===== src/rtl/alu_instr_sequencer.sv =====
// Control-step sequencer for register-register ALU instructions: fetch T0-T2, execute T3-T5(/T6).
// Optional MUL/DIV support (T5 loads LO, T6 loads HI) is enabled by defining MULDIV_EN.
module alu_instr_sequencer #(
    parameter int unsigned DATA_W   = 32,
    parameter int unsigned NUM_REGS = 16,
    parameter int unsigned OPC_W    = 5,
    parameter int unsigned RSEL_W   = 4
) (
    input  logic                clock,
    input  logic                reset,
    input  logic                run,
    input  logic                mem_ready,
    input  logic [DATA_W-1:0]   ir,
    output logic                pc_out,
    output logic                zlo_out,
    output logic                zhi_out,
    output logic                mdr_out,
    output logic                mar_in,
    output logic                pc_in,
    output logic                mdr_in,
    output logic                ir_in,
    output logic                y_in,
    output logic                z_in,
    output logic                lo_in,
    output logic                hi_in,
    output logic                inc_pc,
    output logic                read,
    output logic [NUM_REGS-1:0] reg_in,
    output logic [NUM_REGS-1:0] reg_out,
    output logic [4:0]          alu_op,
    output logic                instr_done,
    output logic                illegal,
    output logic [15:0]         instr_count,
    output logic [3:0]          step
);

    localparam int unsigned RA_HI = DATA_W - OPC_W - 1;
    localparam int unsigned RB_HI = RA_HI - RSEL_W;
    localparam int unsigned RC_HI = RB_HI - RSEL_W;
    localparam int unsigned LO_HI = RC_HI - RSEL_W;

    typedef enum logic [3:0] {
        S_IDLE = 4'd0,
        S_T0   = 4'd1,
        S_T1   = 4'd2,
        S_T2   = 4'd3,
        S_T3   = 4'd4,
        S_T4   = 4'd5,
        S_T5   = 4'd6,
`ifdef MULDIV_EN
        S_T6   = 4'd7,
`endif
        S_HALT = 4'd15
    } state_e;

    state_e      state_q, state_d;
    logic [15:0] count_q, count_d;
    logic        illegal_q, illegal_d;

    logic [OPC_W-1:0]  opc;
    logic [RSEL_W-1:0] ra, rb, rc;
    logic              op_legal;
    logic [4:0]        op_alu;
    logic              instr_ok;
    logic              unused_ir;
`ifdef MULDIV_EN
    logic              op_muldiv;
`endif

    assign opc       = ir[DATA_W-1 -: OPC_W];
    assign ra        = ir[RA_HI -: RSEL_W];
    assign rb        = ir[RB_HI -: RSEL_W];
    assign rc        = ir[RC_HI -: RSEL_W];
    assign unused_ir = ^ir[LO_HI:0];

    // Opcode decode: legality and the ALU select presented in T4
    always_comb begin
        op_legal = 1'b1;
        op_alu   = 5'(opc);
`ifdef MULDIV_EN
        op_muldiv = 1'b0;
`endif
        case (opc)
            OPC_W'(3), OPC_W'(4), OPC_W'(6), OPC_W'(7),
            OPC_W'(8), OPC_W'(9), OPC_W'(10): op_alu = 5'(opc);
            OPC_W'(5):  op_alu = 5'd15;
`ifdef MULDIV_EN
            OPC_W'(15): begin op_alu = 5'd16; op_muldiv = 1'b1; end
            OPC_W'(16): begin op_alu = 5'd17; op_muldiv = 1'b1; end
`endif
            default:    op_legal = 1'b0;
        endcase
    end

    assign instr_ok = op_legal && (32'(ra) < NUM_REGS) && (32'(rb) < NUM_REGS)
                      && (32'(rc) < NUM_REGS);

    always_ff @(posedge clock or posedge reset) begin
        if (reset) begin
            state_q   <= S_IDLE;
            count_q   <= 16'd0;
            illegal_q <= 1'b0;
        end else begin
            state_q   <= state_d;
            count_q   <= count_d;
            illegal_q <= illegal_d;
        end
    end

    // Step sequencing; the retire count advances on entry to each write-back step
    always_comb begin
        state_d   = state_q;
        count_d   = count_q;
        illegal_d = illegal_q;
        case (state_q)
            S_IDLE: if (run) state_d = S_T0;
            S_T0:   state_d = S_T1;
            S_T1:   if (mem_ready) state_d = S_T2;
            S_T2:   state_d = S_T3;
            S_T3: begin
                if (instr_ok) begin
                    state_d = S_T4;
                end else begin
                    state_d   = S_HALT;
                    illegal_d = 1'b1;
                end
            end
            S_T4: begin
                state_d = S_T5;
                count_d = count_q + 16'd1;
            end
            S_T5: begin
`ifdef MULDIV_EN
                if (op_muldiv) begin
                    state_d = S_T6;
                    count_d = count_q + 16'd1;
                end else
`endif
                state_d = run ? S_T0 : S_IDLE;
            end
`ifdef MULDIV_EN
            S_T6:   state_d = run ? S_T0 : S_IDLE;
`endif
            S_HALT: state_d = S_HALT;
            default: state_d = S_IDLE;
        endcase
    end

    // Moore strobe decode; pc_in follows mem_ready so the PC loads once per fetch
    always_comb begin
        pc_out     = 1'b0;
        zlo_out    = 1'b0;
        mdr_out    = 1'b0;
        mar_in     = 1'b0;
        pc_in      = 1'b0;
        mdr_in     = 1'b0;
        ir_in      = 1'b0;
        y_in       = 1'b0;
        z_in       = 1'b0;
        inc_pc     = 1'b0;
        read       = 1'b0;
        reg_in     = '0;
        reg_out    = '0;
        alu_op     = 5'd0;
        instr_done = 1'b0;
`ifdef MULDIV_EN
        zhi_out    = 1'b0;
        lo_in      = 1'b0;
        hi_in      = 1'b0;
`endif
        case (state_q)
            S_T0: begin
                pc_out = 1'b1;
                mar_in = 1'b1;
                inc_pc = 1'b1;
                z_in   = 1'b1;
            end
            S_T1: begin
                zlo_out = 1'b1;
                read    = 1'b1;
                mdr_in  = 1'b1;
                pc_in   = mem_ready;
            end
            S_T2: begin
                mdr_out = 1'b1;
                ir_in   = 1'b1;
            end
            S_T3: begin
                if (instr_ok) begin
                    reg_out = NUM_REGS'(1) << rb;
                    y_in    = 1'b1;
                end
            end
            S_T4: begin
                reg_out = NUM_REGS'(1) << rc;
                z_in    = 1'b1;
                alu_op  = op_alu;
            end
            S_T5: begin
                zlo_out    = 1'b1;
                instr_done = 1'b1;
`ifdef MULDIV_EN
                if (op_muldiv) lo_in = 1'b1;
                else           reg_in = NUM_REGS'(1) << ra;
`else
                reg_in = NUM_REGS'(1) << ra;
`endif
            end
`ifdef MULDIV_EN
            S_T6: begin
                zhi_out    = 1'b1;
                hi_in      = 1'b1;
                instr_done = 1'b1;
            end
`endif
            default: ;
        endcase
    end

`ifndef MULDIV_EN
    assign zhi_out = 1'b0;
    assign lo_in   = 1'b0;
    assign hi_in   = 1'b0;
`endif

    assign step        = state_q;
    assign illegal     = illegal_q;
    assign instr_count = count_q;

endmodule


===== config.mk =====
export PLATFORM = sky130hd
export DESIGN_NAME = alu_instr_sequencer
export DESIGN_NICKNAME = d
export VERILOG_FILES = /design/src/rtl/alu_instr_sequencer.sv
export SDC_FILE = /design/constraint.sdc
export NUM_CORES = 1
export LEC_CHECK = 0
export CORE_MARGIN = 2
export CORE_UTILIZATION = 35
export CTS_CLUSTER_DIAMETER = 30
export DETAILED_ROUTE_END_ITERATION = 7
export GPL_TIMING_DRIVEN = 0
export PLACE_DENSITY = 0.87
export SYNTH_ARGS = -nofsm -noshare
export SYNTH_HDL_FRONTEND = slang
export SYNTH_SLANG_ARGS = --single-unit
export TNS_END_PERCENT = 5

===== constraint.sdc =====
create_clock -name clock -period 2.4 [get_ports clock]
set_input_delay 0.36 -clock clock [delete_from_list [all_inputs] [get_ports clock]]
set_output_delay 0.36 -clock clock [all_outputs]
set_load 0.01 [all_outputs]

==> impl_summary.txt <==
----------------------------------------------------
[Outcome]
  Status ... complete, but fails checks
  Violations in the final reports ... negative setup slack

[Clock network]
  Clock input transition at the sequential cells of the worst setup and hold paths ... 0.07 ns
  Root Buffer ... clkbuf_8
  Number of CTS-inserted buffers ... 3
  Clock latency reported for the late side of the worst-skew pair ... 0.26 ns
  Total clock sinks ... 21
  Maximum clock insertion buffer count ... 2
  Total of hold buffers inserted after clock tree synthesis ... 0
  TritonCTS clock tree ... yes
  H-tree depth reported by CTS ... 1

[Setup path]
  Type of the worst setup path ... reg -> out
  Max stage delay cell, worst path ... or4b_4
  Start point of the critical path ... step[0]
  Critical path endpoint ... reg_out[13]
  Worst-path maximum fanout ... 7
  Kind of start point of the critical path ... register
  WP data required ... 2.04 ns
  Crit-path cells ... or4b_4 > buf_6 > nor2_1 > nand3_2 > o22ai_1 > clkdlybuf4s15_2
  Worst stage delay on the critical path ... 0.54 ns
  Worst setup EP type ... primary output
  Reg2Reg Launch Point ... step[1]
  Worst r2r dst ... instr_count[12]
  Worst endpoint data arrival time ... 2.09 ns
  Number of cells on the worst reg-to-reg path ... 6
  Internal reg-to-reg setup slack ... 0.63 ns

[Timing]
  Final Worst Setup Slack ... -0.0537 ns
  Time the worst path needs with I/O delays and setup ... 2.45 ns
  Final-report hold violation count ... 0
  # setup viols final ... 4
  Worst hold slack ... 0.477 ns
  Final Slew Violations ... 0
  Setup skew after layout ... 0.00362 ns
  Unrepaired setup endpoints after global routing ... yes
  Worst relative slew slack ... 47.5%
  Setup TNS ... -0.132 ns
  Actual slew at the worst max-slew pin ... 0.786 ns
  Fmax achieved ... 408 MHz
  Post-route fraction of the period consumed by the critical path ... 102%

[Route]
  DRC errors left ... 0
  Number of vias in the routed layout ... 1727
  Post-detailed-routing wire length ... 4640 um
  Violation count after the first detailed-route iteration ... 53
  Avg Vias per Cell ... 5.03
  First-pass DRT Iterations ... 4
  Per-cell routed wire length ... 13.5 um
  Count of antenna-violating nets left after detailed routing ... 0

[Pwr]
  Part of the total power dissipated in sequential elements ... 29.2%
  Clock share of power ... 13.6%
  Power per standard cell area ... 619 nW/um^2
  Leakage Power ... 1.22 nW
  Logic pwr share ... 57.2%
  Internal power ... 1.07 mW
  Peak supply drop ... 0.312 mV
  Psw ... 0.605 mW
  Net Sw Frac ... 36.2%

[Global route]
  Number of global-route vias before repair ... 1715
  All-layer global routing usage ... 17.8%
  GR Overflow Total ... 0
  Initial antenna violation count ... 0
  Wire length of the first global-routing pass ... 7350 um
  Largest net degree at the start of global routing ... 22

[Logic synthesis]
  Mean cell area of the mapped netlist ... 8.39 um^2
  Count of cell types in the netlist ... 40
  Leading post-synthesis cells by cell area ... dfrtp_1, nor2_1, xnor2_1
  Synthesis-stage register bit count ... 21
  Number of flops mapped to enable cells by yosys ... 0
  Count of warnings emitted by yosys ... 0
  Number of instances in the synthesized netlist ... 184
  Share of flip-flops with an asynchronous set or reset after synthesis ... 100%
  Top-area cell type share of the netlist area ... 34.0%
  Post-synthesis cell area ... 1540 um^2
  Cell type with the largest total area after synthesis ... dfrtp_1
  Register area share after synthesis ... 34.0%
  Most used flip-flop cell after synthesis ... dfrtp_1

[Finish]
  Final Instance Area ... 2700 um^2
  Number of antenna repair diodes ... 0
  Synth-to-layout area growth ... 74.9%
  Utilization after layout ... 62.9%
  Layout cells sized above 1 ... 25.4%
  Net count of the finished layout ... 329

[Placed design]
  Cell Area, Placed ... 2520 um^2
  Count of input and output buffers ... 90
  RD Place Congestion ... 0.811
  HPWL after detailed placement ... 3460 um

[Die]
  Top Ports ... 109
  Chip Width ... 70.4 um
  Die boundary height ... 70.4 um
  Die footprint ... 4960 um^2
  Core box area ... 4290 um^2
  Floorplan row count ... 24
  Starting density of the core ... 36.0%

[Worst hold path]
  Path type of the worst min-delay path ... reg -> reg

[Run]
  Total of max-cap violations ... 0

----------------------------------------------------
## flip-flops by register name (all words and copies together) (netlist names)
name / count
illegal: 1
instr_count: 16
step: 4
## cells in the mapped netlist (3+ instances only)
master     n
buf_4      7
o21ai_1    5
inv_1      3
buf_2      3
nor2_1    27
and2_1     5
xnor2_1    9
nand2b_1   9
nand4_1    4
nor3b_2    4
xor2_1     7
dfrtp_1   21
nand3b_1   6
nand3_1    9
nand2_1   14
and3_1     4
nor3_1     7
o22ai_1   11
## through the flow
stage	setup slack [ns]	power, mW	cells
after floorplan	0.366	0.874	186
after detailed placement	-0.248	1.29	328
after global routing	-0.137	1.77	343
after CTS	-0.104	1.61	338
after global placement	-0.205	1.27	328
final	-0.0537	1.67	343
## cell type report
type / count / area (um^2)
fillers: 385 / 1590
well taps: 52 / 65.1
clock buffers: 4 / 45.0
flip-flops and latches: 21 / 529
inverters: 3 / 11.3
repair buffers: 101 / 911
plain buffers: 12 / 83.8
multi-input cells: 150 / 1050
## cells by family after synthesis
logic type	Yosys count	share of synthesized area (%)
compound gates	26	10.6
xor+xnor	17	10.1
fa+ha+maj	1	0.810
buf+inv	15	5.59
flops	21	34.0
mux	1	0.729
other cells	1	0.243
simple gates	102	37.8
## cell usage in the layout, fill, tap and decap left out, drive strengths merged
cell and n:
a21oi 2, and2 5, and3 4, and4 2, buf 34, clkbuf 6
clkdlybuf4s15 4, clkdlybuf4s50 56, conb 3, dfrtp 21, dlygate4sd2 15, dlymetal6s2s 2
ha 1, inv 3, mux2 1, nand2 14, nand2b 9, nand3 10
nand3b 6, nand4 5, nor2 27, nor3 9, nor3b 5, nor4b 1
nor4bb 1, o211ai 1, o21a 2, o21ai 7, o21bai 1, o22ai 12
o31ai 1, or2 2, or3b 1, or4b 1, xnor2 10, xor2 7
## timing repair
action	4_1_cts	5_1_grt
resized for setup	84	20
pin swaps	8	8
setup endpoints to repair	40	28
setup buffers	6	5
## per-layer routing
layer	share of wire [%]	GRT usage (%)
met5	0	0
met4	1.1	4.91
met3	6.5	4.04
met2	52	33.9
met1	40	19.5
## power by group through the flow
stage | combinational [mW] | clock, mW | sequential, mW
after floorplan | 0.359 | 0 | 0.515
after global placement | 0.761 | 0 | 0.505
after detailed placement | 0.782 | 0 | 0.510
after CTS | 0.878 | 0.232 | 0.496
after global routing | 1.03 | 0.247 | 0.501
final | 0.957 | 0.227 | 0.488
## worst min path at each step
stage | from | to | slack (ns) | cells after the start
global route | instr_count[15] | instr_count[15] | 0.52 | 1
detailed placement | instr_count[15] | instr_count[15] | 0.47 | 1
global placement | instr_count[15] | instr_count[15] | 0.46 | 1
CTS | instr_count[15] | instr_count[15] | 0.48 | 1
finish | instr_count[15] | instr_count[15] | 0.48 | 1
floorplan | reset | illegal | 0.34 | 1
## critical path, delay by kind of cell (launching register included)
family                 cells  cell delay [ns]
buffers and inverters      2             0.40
flip-flops                 1             0.43
AND/OR/NAND/NOR            3             0.82
AO/OA/AOI/OAI              1             0.18
No activity file was read; power rests on OpenSTA's default activity.
